==> config.mk <==
export PLATFORM = sky130hd
export DESIGN_NAME = ethernet_tx
export DESIGN_NICKNAME = d
export VERILOG_FILES = /design/src/rtl/ethernet_tx.sv
export SDC_FILE = /design/constraint.sdc
export NUM_CORES = 1
export LEC_CHECK = 0
export ABC_AREA = 1
export BUFFER_PORTS_ARGS = -buffer_cell sky130_fd_sc_hd__buf_4
export CAP_MARGIN = 20
export CORE_UTILIZATION = 25
export CTS_CLUSTER_DIAMETER = 80
export DETAILED_ROUTE_END_ITERATION = 8
export PLACE_DENSITY = 0.51
export SYNTH_ARGS = -nofsm -noshare
export SYNTH_HDL_FRONTEND = slang
export SYNTH_SLANG_ARGS = --single-unit
==> constraint.sdc <==
create_clock -name clk -period 2.16 [get_ports clk]
set_input_delay 0.432 -clock clk [delete_from_list [all_inputs] [get_ports clk]]
set_output_delay 0.432 -clock clk [all_outputs]
set_load 0.03 [all_outputs]
==> src/rtl/ethernet_tx.sv <==
// ethernet_tx: nibble-wide Ethernet II frame transmitter.
// Emits preamble/SFD, MAC header and EtherType, forwards an upstream payload,
// zero-pads short payloads to the 46-byte minimum, optionally appends the FCS,
// then holds an inter-frame gap before accepting the next request.
// Optional feature: define ETH_FCS_EN to generate and append the CRC-32 FCS.
// Without it there is no FCS state and axi_last marks the final payload/pad nibble.
module ethernet_tx #(
  parameter logic [15:0] ETHERTYPE   = 16'h0800,
  parameter int          IFG_NIBBLES = 24
) (
  input  logic        clk,
  input  logic        rst,
  input  logic        axiiv,
  input  logic [47:0] dst_mac_in,
  input  logic [47:0] src_mac_in,
  output logic        ip_start,
  input  logic        ip_axiiv,
  input  logic [3:0]  ip_axiid,
  input  logic        ip_axi_last,
  output logic        ready,
  output logic        axiov,
  output logic [3:0]  axiod,
  output logic        axi_last
);

  // Frame layout in nibble indices (index 0 = first preamble nibble)
  localparam logic [5:0]  PRE_LAST   = 6'd15;   // last preamble/SFD nibble
  localparam logic [5:0]  SFD_HI     = 6'd14;   // 0xD of the SFD
  localparam logic [5:0]  START_IDX  = 6'd42;   // ip_start pulse position
  localparam logic [5:0]  HDR_LAST   = 6'd43;   // last EtherType nibble
  localparam logic [11:0] PAY_LAST   = 12'd91;  // 92 nibbles = 46-byte minimum body
  localparam logic [11:0] PAY_MAX    = 12'd3000;
  localparam logic [15:0] IFG_DONE   = 16'(IFG_NIBBLES);

  typedef enum logic [2:0] {
    S_IDLE,
    S_PREAMBLE,
    S_HEADER,
    S_PAYLOAD,
    S_PAD,
`ifdef ETH_FCS_EN
    S_FCS,
`endif
    S_IFG
  } state_t;

  state_t        r_state;
  logic [5:0]    r_cnt;       // index of the next preamble/header nibble
  logic [111:0]  r_hdr;       // dst, src, EtherType; shifted out MSB first
  logic [11:0]   r_pay_cnt;   // payload + pad nibbles emitted so far
  logic [15:0]   r_ifg_cnt;   // idle (axiov=0) cycles already shown in IFG
  logic          r_axiov;
  logic [3:0]    r_axiod;
  logic          r_axi_last;
  logic          r_ip_start;
  logic          r_ready;

  logic          w_accept;

  assign w_accept = (r_state == S_IDLE) && axiiv;

  assign axiov    = r_axiov;
  assign axiod    = r_axiod;
  assign axi_last = r_axi_last;
  assign ip_start = r_ip_start;
  assign ready    = r_ready;

`ifdef ETH_FCS_EN
  logic [31:0] r_crc;       // running reflected CRC-32 (not yet inverted)
  logic [3:0]  r_crc_hi;    // high nibble waiting for its low partner
  logic        r_crc_half;  // 1 when r_crc_hi holds a pending high nibble
  logic [2:0]  r_fcs_cnt;
  logic        w_feed_en;
  logic [3:0]  w_feed_nib;
  logic [31:0] w_fcs;
  logic [7:0]  w_fcs_byte;
  logic [3:0]  w_fcs_nib;

  // Byte-wise reflected CRC-32 update, bits consumed LSB first as on the wire
  function automatic logic [31:0] crc32_byte(input logic [31:0] c, input logic [7:0] d);
    logic [31:0] x;
    x = c;
    for (int i = 0; i < 8; i++) begin
      x = (x[0] ^ d[i]) ? ((x >> 1) ^ 32'hEDB8_8320) : (x >> 1);
    end
    return x;
  endfunction

  // Select the nibble being emitted this edge that belongs to the CRC coverage
  always_comb begin
    w_feed_en  = 1'b0;
    w_feed_nib = 4'h0;
    case (r_state)
      S_HEADER: begin
        w_feed_en  = 1'b1;
        w_feed_nib = r_hdr[111:108];
      end
      S_PAYLOAD: begin
        w_feed_en  = ip_axiiv && (r_pay_cnt != PAY_MAX);
        w_feed_nib = ip_axiid;
      end
      S_PAD: begin
        w_feed_en  = 1'b1;
        w_feed_nib = 4'h0;
      end
      default: begin
        w_feed_en  = 1'b0;
        w_feed_nib = 4'h0;
      end
    endcase
  end

  // Pick the FCS nibble: bytes LSB first, each byte high nibble first
  always_comb begin
    w_fcs = ~r_crc;
    case (r_fcs_cnt[2:1])
      2'd0:    w_fcs_byte = w_fcs[7:0];
      2'd1:    w_fcs_byte = w_fcs[15:8];
      2'd2:    w_fcs_byte = w_fcs[23:16];
      default: w_fcs_byte = w_fcs[31:24];
    endcase
    w_fcs_nib = r_fcs_cnt[0] ? w_fcs_byte[3:0] : w_fcs_byte[7:4];
  end

  // Accumulate the CRC one full byte at a time once both nibbles have been seen
  always_ff @(posedge clk) begin
    if (rst || w_accept) begin
      r_crc      <= 32'hFFFF_FFFF;
      r_crc_hi   <= 4'h0;
      r_crc_half <= 1'b0;
    end else if (w_feed_en) begin
      if (r_crc_half) begin
        r_crc <= crc32_byte(r_crc, {r_crc_hi, w_feed_nib});
      end
      r_crc_hi   <= w_feed_nib;
      r_crc_half <= ~r_crc_half;
    end
  end
`endif

  // Frame sequencer; every output is registered and defaults to idle each cycle
  always_ff @(posedge clk) begin
    if (rst) begin
      r_state    <= S_IDLE;
      r_cnt      <= '0;
      r_hdr      <= '0;
      r_pay_cnt  <= '0;
      r_ifg_cnt  <= '0;
      r_axiov    <= 1'b0;
      r_axiod    <= 4'h0;
      r_axi_last <= 1'b0;
      r_ip_start <= 1'b0;
      r_ready    <= 1'b1;
`ifdef ETH_FCS_EN
      r_fcs_cnt  <= '0;
`endif
    end else begin
      r_axiov    <= 1'b0;
      r_axiod    <= 4'h0;
      r_axi_last <= 1'b0;
      r_ip_start <= 1'b0;
      r_ready    <= 1'b0;
      case (r_state)
        S_IDLE: begin
          if (axiiv) begin
            // First preamble nibble goes out on the accepting edge
            r_hdr     <= {dst_mac_in, src_mac_in, ETHERTYPE};
            r_cnt     <= 6'd1;
            r_pay_cnt <= '0;
            r_axiov   <= 1'b1;
            r_axiod   <= 4'h5;
            r_state   <= S_PREAMBLE;
          end else begin
            r_ready <= 1'b1;
          end
        end
        S_PREAMBLE: begin
          r_axiov <= 1'b1;
          r_axiod <= (r_cnt == SFD_HI) ? 4'hD : 4'h5;
          r_cnt   <= r_cnt + 6'd1;
          if (r_cnt == PRE_LAST) r_state <= S_HEADER;
        end
        S_HEADER: begin
          r_axiov    <= 1'b1;
          r_axiod    <= r_hdr[111:108];
          r_hdr      <= {r_hdr[107:0], 4'h0};
          r_cnt      <= r_cnt + 6'd1;
          // Upstream answers one cycle after the pulse, landing its first nibble at index 44
          r_ip_start <= (r_cnt == START_IDX);
          if (r_cnt == HDR_LAST) r_state <= S_PAYLOAD;
        end
        S_PAYLOAD: begin
          if (!ip_axiiv || (r_pay_cnt == PAY_MAX)) begin
            // Abort: this idle cycle already counts toward the gap
            r_state   <= S_IFG;
            r_ifg_cnt <= 16'd1;
          end else begin
            r_axiov   <= 1'b1;
            r_axiod   <= ip_axiid;
            r_pay_cnt <= r_pay_cnt + 12'd1;
            if (ip_axi_last) begin
              if (r_pay_cnt < PAY_LAST) begin
                r_state <= S_PAD;
              end else begin
`ifdef ETH_FCS_EN
                r_state   <= S_FCS;
                r_fcs_cnt <= '0;
`else
                r_axi_last <= 1'b1;
                r_state    <= S_IFG;
                r_ifg_cnt  <= '0;
`endif
              end
            end
          end
        end
        S_PAD: begin
          r_axiov   <= 1'b1;
          r_axiod   <= 4'h0;
          r_pay_cnt <= r_pay_cnt + 12'd1;
          if (r_pay_cnt == PAY_LAST) begin
`ifdef ETH_FCS_EN
            r_state   <= S_FCS;
            r_fcs_cnt <= '0;
`else
            r_axi_last <= 1'b1;
            r_state    <= S_IFG;
            r_ifg_cnt  <= '0;
`endif
          end
        end
`ifdef ETH_FCS_EN
        S_FCS: begin
          r_axiov   <= 1'b1;
          r_axiod   <= w_fcs_nib;
          r_fcs_cnt <= r_fcs_cnt + 3'd1;
          if (r_fcs_cnt == 3'd7) begin
            r_axi_last <= 1'b1;
            r_state    <= S_IFG;
            r_ifg_cnt  <= '0;
          end
        end
`endif
        S_IFG: begin
          // Leave once IFG_NIBBLES idle cycles have been shown
          if (r_ifg_cnt == IFG_DONE) begin
            r_state <= S_IDLE;
            r_ready <= 1'b1;
          end else begin
            r_ifg_cnt <= r_ifg_cnt + 16'd1;
          end
        end
        default: begin
          r_state <= S_IDLE;
          r_ready <= 1'b1;
        end
      endcase
    end
  end

endmodule

Yosys cells after proc, flatten, opt, wreduce, memory -nomap -nowiden. Index checks and enable logic that the tools add are counted.

Register bits after elaboration: 157. Input port bits: 105. Word-level logic and storage cells: 89.

$add $sub $neg: 3. Magnitude comparators: 1. Eq/ne operators: 21. Muxes and demuxes: 37. Bitwise operators: 1. Reduce and logical (&&, ||, !) cells: 16.

Operator list (count): $pmux 112 s2 (1); $mux 112 (1); $mux 16 (5); $pmux 16 s3 (1); $pmux 12 s3 (1); $mux 12 (2); $mux 3 (8); $pmux 3 s6 (1); $add 16x1->16 const B (1); $eq 16x5->1 const B (1); $pmux 4 s4 (1); $ne 2x2->1 const B (7); $add 12x1->12 const B (1); $eq 12x12->1 const B (1); $eq 12x7->1 const B (1); $eq 6x4->1 const B (2); $eq 6x6->1 const B (2); $lt 12x7->1 const B (1); $pmux 6 s2 (1); $mux 1 (9); $mux 4 (2); $add 6x1->6 const B (1); $eq 3x2->1 const B (2); $eq 3x3->1 const B (2); other kinds (18) (24).

Longest topological paths before layout. Gate-level depths: netlist (run 1).

Depth in word-level cells: 5. Mapped depth: 13.

Worst setup path after synthesis (run 1). No wires, ideal clock.

Kind: register -> register. From: register r_ifg_cnt[0]. To: register r_ifg_cnt[12]. Library setup time: 0.070 ns. Arrival: 1.482 ns. Data required time: 2.090 ns. Slack: 0.608 ns. Cell stages (with the launch flop): 8. Buffers on the path: 0. Clock period less this slack: 1.552 ns. Path through: dfxtp_1 > ha_1 > nand2_1 > nor2_1 > nand3_1 > xor2_1 > or2_2 > a21oi_1.

Word-level cells in the longest chain between the ends: 3. Elaborated cells on any way between the ends: 6. Those cells by class: 1 x add/sub; 2 x eq/ne; 2 x mux; 1 x reduce/logical.

RTL lines: start: declaration (RTL line 51) `logic [15:0] r_ifg_cnt;`; start signal: assignment (RTL line 250) `r_ifg_cnt <= r_ifg_cnt + 16'd1;`; $add 16x1->16 or $eq 16x5->1 (tied branches) (RTL line 250, 246); $mux 16 or $ne 2x2->1 (tied branches); $pmux 16 s3 or $reduce_and 5->1 (tied branches).

Parallel ways exist; a longest one is shown, timed or not. The select of a mux whose other input is x is not followed. A chain may end at the register's enable or synchronous reset.

Worst setup path in the final report (run 1).
From: register r_pay_cnt[0]. To: register r_pay_cnt[2].

Word-level cells in the longest chain between the ends: 4. Elaborated cells on any way between the ends: 7. Those cells by class: 1 x add/sub; 2 x eq/ne; 2 x mux; 2 x reduce/logical.

RTL lines: start: declaration (RTL line 50) `logic [11:0] r_pay_cnt;`; start signal: assignment (RTL line 200) `r_pay_cnt <= r_pay_cnt + 12'd1;`; start signal: assignment (RTL line 220) `r_pay_cnt <= r_pay_cnt + 12'd1;`; branches (longest 4 deep; another with $add 12x1->12).

Parallel ways; which one is timed is not known. The select of a mux whose other input is x is not followed.

==> impl_metrics.ini, run 1 <==
[status]
run_status = completed

[pwr]
irDropWorstVdd_v = 0.000477
netSwitchingFraction = 0.369
p_int_uw = 6330
p_clk_frac = 0.306
finalPower_uw = 10000
p_sw_uw = 3710
p_per_area_mw_per_mm2 = 1200
seqPwrFrac = 0.374
static-leakage-power_uw = 0.00322
p_comb_frac = 0.320

[layout]
final_common_cell = nor2_1
nets = 1064
antenna_cells = 0
synthToLayoutAreaGrowth_pct = 27.3
mostFrequentLayoutCells = 197 x nor2_1, 143 x dfxtp_1, 124 x buf_4
drive_gt1_frac = 0.207
fin_cells = 1296

[timing]
slew_headroom = 0.562
tns_ns = 0
rsz0062_at_grt = false
final-setup-viol-count = 0
finalClockSkew_ns = 0.0105
fin_crit_ns = 1.87
hold_slack_ns = 0.273
fin_crit_sh = 0.866
worstMarginPinSlew_ns = 0.658
fmax_ghz = 0.534
hold_viol_final = 0
finalMaxSlewViolations = 0

[clocking]
clk_latency_ns = 0.43
post_cts_resize_count = 0
post_cts_buffers = 0
cts_sinks = 143
clockBufferDepth = 2
h-tree-depth = 4
numCtsBuffers = 17
hold_buffers = 0
path_clk_slew_ns = 0.06
cts_tree = yes
clock-root-buffer = clkbuf_16

[floorplan]
io_pins = 113
core_region_area_mm2 = 0.0255
placementRows = 58
die-area_mm2 = 0.0269
start_util = 0.258
dieHeight_um = 164
fp.dieW_um = 164

[critical_path]
worstPathRequired_ns = 2.51
cp-end-kind = register
start_kind = register
cp_slowest_cell = dfxtp_1
worstPathMaxFanout = 14
path_cells = inv_1 > ha_1 > nand2_1 > nor2_1 > nand3_1 > nand3_2 > nand2_1 > nand2_2 > inv_2 > nand3_1 > a21oi_1
max_stage_delay_ns = 0.40
arrival_ns = 2.22
worstSetupPathType = reg2reg

[route]
drc = 0
vias_per_cell = 4.71
avgRoutedWirePerCell_um = 14.2
first_pass_iters = 7
vias = 6101
ant_nets = 0
wl_um = 18400
dr.first_iter.drc_count = 381

[place]
place_congestion = 0.826
hpwlAfterDp_um = 12700
dp_cells = 1264
portBuffers = 112

[synthesis]
synth_xor_area_frac = 0.0160
synth_cell_types = 39
ys_seq_area_frac = 0.436
synth_edf_count = 0
netlist_instances = 859
synth.avg_cell_area_um2 = 7.64
synth_top_family_by_area = simple AND/OR/NAND/NOR gates
synthArstFlopShare = 0
synthMuxAreaShare = 0
syn_area_mm2 = 0.00656
synth_fp_nets = 970
synth-adder-area-share = 0.0114
yosys.area_share.simple = 0.279
synth_compound_area_frac = 0.188
synth_flop_cell = dfxtp_1
yosys_warnings = 0
ys_ff_latch = 143

[grt]
grt_max_degree = 71
grt_pass1_wl_um = 30500
grt_pass1_vias = 6023
grt.total_usage = 0.142
grt_overflow = 0
antenna_found_initial = 0

[flow_run]
max-cap-violations = 0

[worst_hold_path]
min_path_type = in2reg
## cells in the mapped netlist (2+ instances only)
| library cell | number | area [µm²] |
|---|---|---|
| nor2_1 | 197 | 739 |
| dfxtp_1 | 143 | 2860 |
| nand2_1 | 100 | 375 |
| o221ai_1 | 69 | 604 |
| a21oi_1 | 68 | 340 |
| nand3_1 | 67 | 335 |
| inv_1 | 43 | 161 |
| clkbuf_1 | 28 | 105 |
| a22oi_1 | 24 | 180 |
| buf_2 | 14 | 70.1 |
| o21ai_0 | 11 | 55.1 |
| nand2_2 | 10 | 62.6 |
| nor3_1 | 10 | 50.1 |
| xor2_1 | 10 | 87.6 |
| buf_4 | 7 | 52.6 |
| ha_1 | 6 | 75.1 |
| inv_2 | 6 | 22.5 |
| nand4_1 | 6 | 37.5 |
| nor2_4 | 6 | 67.6 |
| buf_6 | 3 | 33.8 |
| nand3b_1 | 3 | 22.5 |
| nor2_2 | 3 | 18.8 |
| nor3_2 | 3 | 30.0 |
| or2_2 | 3 | 18.8 |
| a31oi_1 | 2 | 12.5 |
| nand3_2 | 2 | 20.0 |
| or2_1 | 2 | 12.5 |
| xnor2_1 | 2 | 17.5 |
## cell families after synthesis
group	Yosys count
AO/OA/AOI/OAI	179
XOR/XNOR	12
adder cells (fa/ha/maj)	6
buffers and inverters	103
flip-flops	143
AND/OR/NAND/NOR	416
## registers in the layout, indices dropped and copies added (netlist names)
register / cells
r_pay_cnt: 12
ip_start: 1
axiov: 1
r_state: 3
r_hdr: 98
r_ifg_cnt: 16
ready: 1
r_cnt: 6
axiod: 4
axi_last: 1
## final timing paths
| check | from | depth (start not counted) | end | slack [ns] |
|---|---|---|---|---|
| worst max-delay path | r_pay_cnt[0]$_SDFFE_PP0P_ | 11 | r_pay_cnt[2]$_SDFFE_PP0P_ | 0.29 |
| worst min-delay path | ip_axiid[0] | 3 | axiod[0]$_SDFF_PP0_ | 0.27 |
| worst max register to register | r_pay_cnt[0]$_SDFFE_PP0P_ | 11 | r_pay_cnt[2]$_SDFFE_PP0P_ | 0.29 |
| worst min register to register | r_hdr[11]$_SDFFE_PP0P_ | 2 | r_hdr[15]$_SDFFE_PP0P_ | 0.47 |
## final cells by class
type,instances,area [µm²]
Fill cell,2746,17100
Multi-Input combinational cell,613,3270
Sequential cell,143,2860
Timing Repair Buffer,128,1010
Clock buffer,20,467
Tap cell,330,413
Inverter,50,189
Clock inverter,12,146
## worst max-delay path, delay by kind of cell (launching register included)
| kind | cells | cell delay, ns |
|---|---|---|
| buffers and inverters | 2 | 0.28 |
| DFF | 1 | 0.40 |
| and+or+nand+nor | 7 | 0.76 |
| adders and majority gates | 1 | 0.19 |
| AOI/OAI and AO/OA | 1 | 0.16 |
## power by group through the flow
stage | sequential (µW) | combinational, µW | clock (µW)
after floorplan | 3750 | 2410 | 0
after global placement | 3800 | 3230 | 0
after detailed placement | 3810 | 3250 | 0
after CTS | 3760 | 3250 | 3140
after global routing | 3840 | 3690 | 3270
final | 3760 | 3210 | 3070
## routing by layer
metal / GRT usage / share of wire / vias up
met1: 0.181 / 0.45 / 2774
met2: 0.215 / 0.44 / 157
met5: 0 / 0 / -
li1: - / - / 3154
met4: 0.0362 / 0.0097 / 0
met3: 0.0634 / 0.099 / 16
## stage by stage
step	instance area [µm²]	worst slack, ns	utilization
after floorplan	6560	0.608	-
after global placement	7740	0.348	0.304
after detailed placement	7740	0.302	0.304
after CTS	8360	0.253	0.328
after global routing	8360	0.0429	0.328
final	8360	0.289	0.328
No activity file was read; power rests on OpenSTA's default activity.
==> run 2: changes to the inputs <==
--- a/config.mk
+++ b/config.mk
@@ -5,7 +5,7 @@
 export SDC_FILE = /design/constraint.sdc
 export NUM_CORES = 1
 export LEC_CHECK = 0
-export ABC_AREA = 1
+export ABC_AREA = 0
 export BUFFER_PORTS_ARGS = -buffer_cell sky130_fd_sc_hd__buf_4
 export CAP_MARGIN = 20
 export CORE_UTILIZATION = 25
==> impl_metrics.ini, run 2 <==
[floorplan]
die-area_mm2 = 0.0261
io_pins = 113
start_util = 0.253
dieHeight_um = 162
fp.dieW_um = 162
core_region_area_mm2 = 0.0251
placementRows = 58

[place]
dp_cells = 1256
place_congestion = 0.783
placed_cell_area_mm2 = 0.00790
portBuffers = 112
hpwlAfterDp_um = 11800

[critical_path]
cp_top_family = simple AND/OR/NAND/NOR gates
worstSetupPathType = reg2reg
path_cells = or4_4 > nor4_4 > buf_4 > o22ai_4 > or4_1 > a21oi_2
worstPathMaxFanout = 9
worstPathRequired_ns = 2.51
cp_slowest_cell = or4_4
cp.buffers_inverters = 1
max_stage_delay_ns = 0.55
arrival_ns = 2.51
cp.depth = 6
cp-end-kind = register
start_kind = register
r2r_cells = 6

[worst_hold_path]
worstHoldPathCells = 3
min_path_type = in2reg

[grt]
grt_overflow = 0
grt_pass1_wl_um = 29400
grt_pass1_vias = 5823
antenna_found_initial = 0
grt_max_degree = 67
grt.total_usage = 0.140

[synthesis]
ys_ff_latch = 143
synth_edf_count = 0
synth.avg_cell_area_um2 = 7.79
ys_seq_area_frac = 0.450
synth_flop_cell = dfxtp_1
ys_top_cells_by_area = dfxtp_1 45%, nor2_1 14%, nor4_1 7.7%
synthArstFlopShare = 0
yosys_warnings = 0
synth_most_common_cell = nor2_1
syn_area_mm2 = 0.00636
synth_cell_types = 56
synth_top_area_share = 0.450
yosys.area.top_type = dfxtp_1
ys_top_cells_by_count = 241 x nor2_1, 143 x dfxtp_1, 78 x nor4_1
synth_fp_nets = 928
netlist_instances = 817

[clocking]
cts_tree = yes
h-tree-depth = 4
numCtsBuffers = 17
cts_sinks = 143
path_clk_slew_ns = 0.06
clk_latency_ns = 0.42
clockBufferDepth = 2
clock-root-buffer = clkbuf_16

[layout]
mostFrequentLayoutCells = 241 x nor2_1, 166 x buf_4, 138 x dfxtp_1
final_common_cell = nor2_1
fin_util = 0.346
regMostFlops = r_hdr
synthToLayoutAreaGrowth_pct = 36.4
postLayoutCellArea_mm2 = 0.00868
top_regs = r_hdr x98, r_ifg_cnt x16, r_pay_cnt x12
drive_gt1_frac = 0.249
antenna_cells = 0
nets = 1066
fin_cells = 1298
largest_reg_flops = 98
fillCellCount = 2696

[pwr]
static-leakage-power_uw = 0.00354
p_per_area_mw_per_mm2 = 847
irDropWorstVdd_v = 0.000504

[timing]
fin_crit_sh = 0.998
rsz0062_at_grt = true
slew_headroom = 0.515
final-setup-viol-count = 0
fin_crit_ns = 2.16
fmax_ghz = 0.464
finalMaxSlewViolations = 0
worstMarginPinSlew_ns = 0.723
finalClockSkew_ns = 0.00688
hold_viol_final = 0
hold_slack_ns = 0.269

[status]
run_status = completed

[route]
drc = 0
vias_per_cell = 4.72
first_pass_iters = 4
ant_nets = 0
wl_um = 18000
dr.first_iter.drc_count = 303
vias = 6132
avgRoutedWirePerCell_um = 13.9

[flow_run]
max-cap-violations = 0
[run 2: changes by cell type in the layout (fill, tap and decap cells not counted), moves of 7 or more]
cell and delta:
nor4_1 +77, o221ai_1 -69, nand3_1 -50, nand2_1 -49, nor2_1 +44, buf_4 +42, inv_1 -30, a21oi_1 -21
nand2_2 -8, and3_1 +7, inv_2 -7
[run 2: worst paths after layout]
path / from / end / slack, ns
max: r_pay_cnt[7]$_SDFFE_PP0P_ / r_ifg_cnt[7]$_SDFFE_PP0P_ / 0.005
min: src_mac_in[2] / r_hdr[18]$_SDFFE_PP0P_ / 0.27
min reg2reg: r_hdr[107]$_SDFFE_PP0P_ / r_hdr[107]$_SDFFE_PP0P_ / 0.45
max reg2reg: r_pay_cnt[7]$_SDFFE_PP0P_ / r_ifg_cnt[7]$_SDFFE_PP0P_ / 0.005
[run 2: cell type report]
cell class / instances / area [µm²] / share of cell area
multi-input cells: 608 / 3350 / 0.386
inverters: 12 / 45.0 / 0.00519
repair buffers: 173 / 1380 / 0.159
flip-flops and latches: 143 / 2870 / 0.331
clock buffers: 20 / 467 / 0.0538
well taps: 330 / 413 / 0.0476
clock inverters: 12 / 156 / 0.0180
[run 2: routing by layer]
metal	vias to the layer above	global-route usage	routed length (µm)
met1	2845	0.180	8550
met2	102	0.225	8290
met3	11	0.0480	1060
li1	3174	-	-
met4	0	0.0300	131
met5	-	0	0
[run 2: where the power goes]
group	switching [µW]	internal, µW
Sequential	143	2910
Clock	1210	1920
Combinational	671	495
Total	2030	5330
[run 2: worst min-delay path: cells and delay by family]
kind	cells	cell delay (ns)
simple gates	1	0.04
compound gates	1	0.05
buf+inv	1	0.11
[run 2: timing repair]
item                                    in CTS  in global routing
pin swaps                                    5                  1
hold buffers                                 0                  0
endpoints found under the setup margin      15                 16
setup buffers                                4                  5
cloned                                       1                  0
resized for setup                            5                 15
[run 2: logic make-up (layout without fill, tap and decap cells)]
group           after synthesis  after routing  synth area share
simple gates                447            447             0.331
xor+xnor                     13             13            0.0179
fa+ha+maj                     6              6            0.0118
buf+inv                      67            217            0.0405
mux                           4              4           0.00629
compound gates              137            138             0.143
flops                       143            143             0.450
[run 2: metrics by stage]
step / setup WS [ns] / TNS [ns] / total power (µW)
final: 0.00455 / 0 / 7350
after global routing: -0.0676 / -0.566 / 7750
after global placement: -0.151 / -1.11 / 4270
after detailed placement: -0.184 / -1.49 / 4280
after CTS: 0.00454 / 0 / 7450
after floorplan: 0.000930 / 0 / 3810
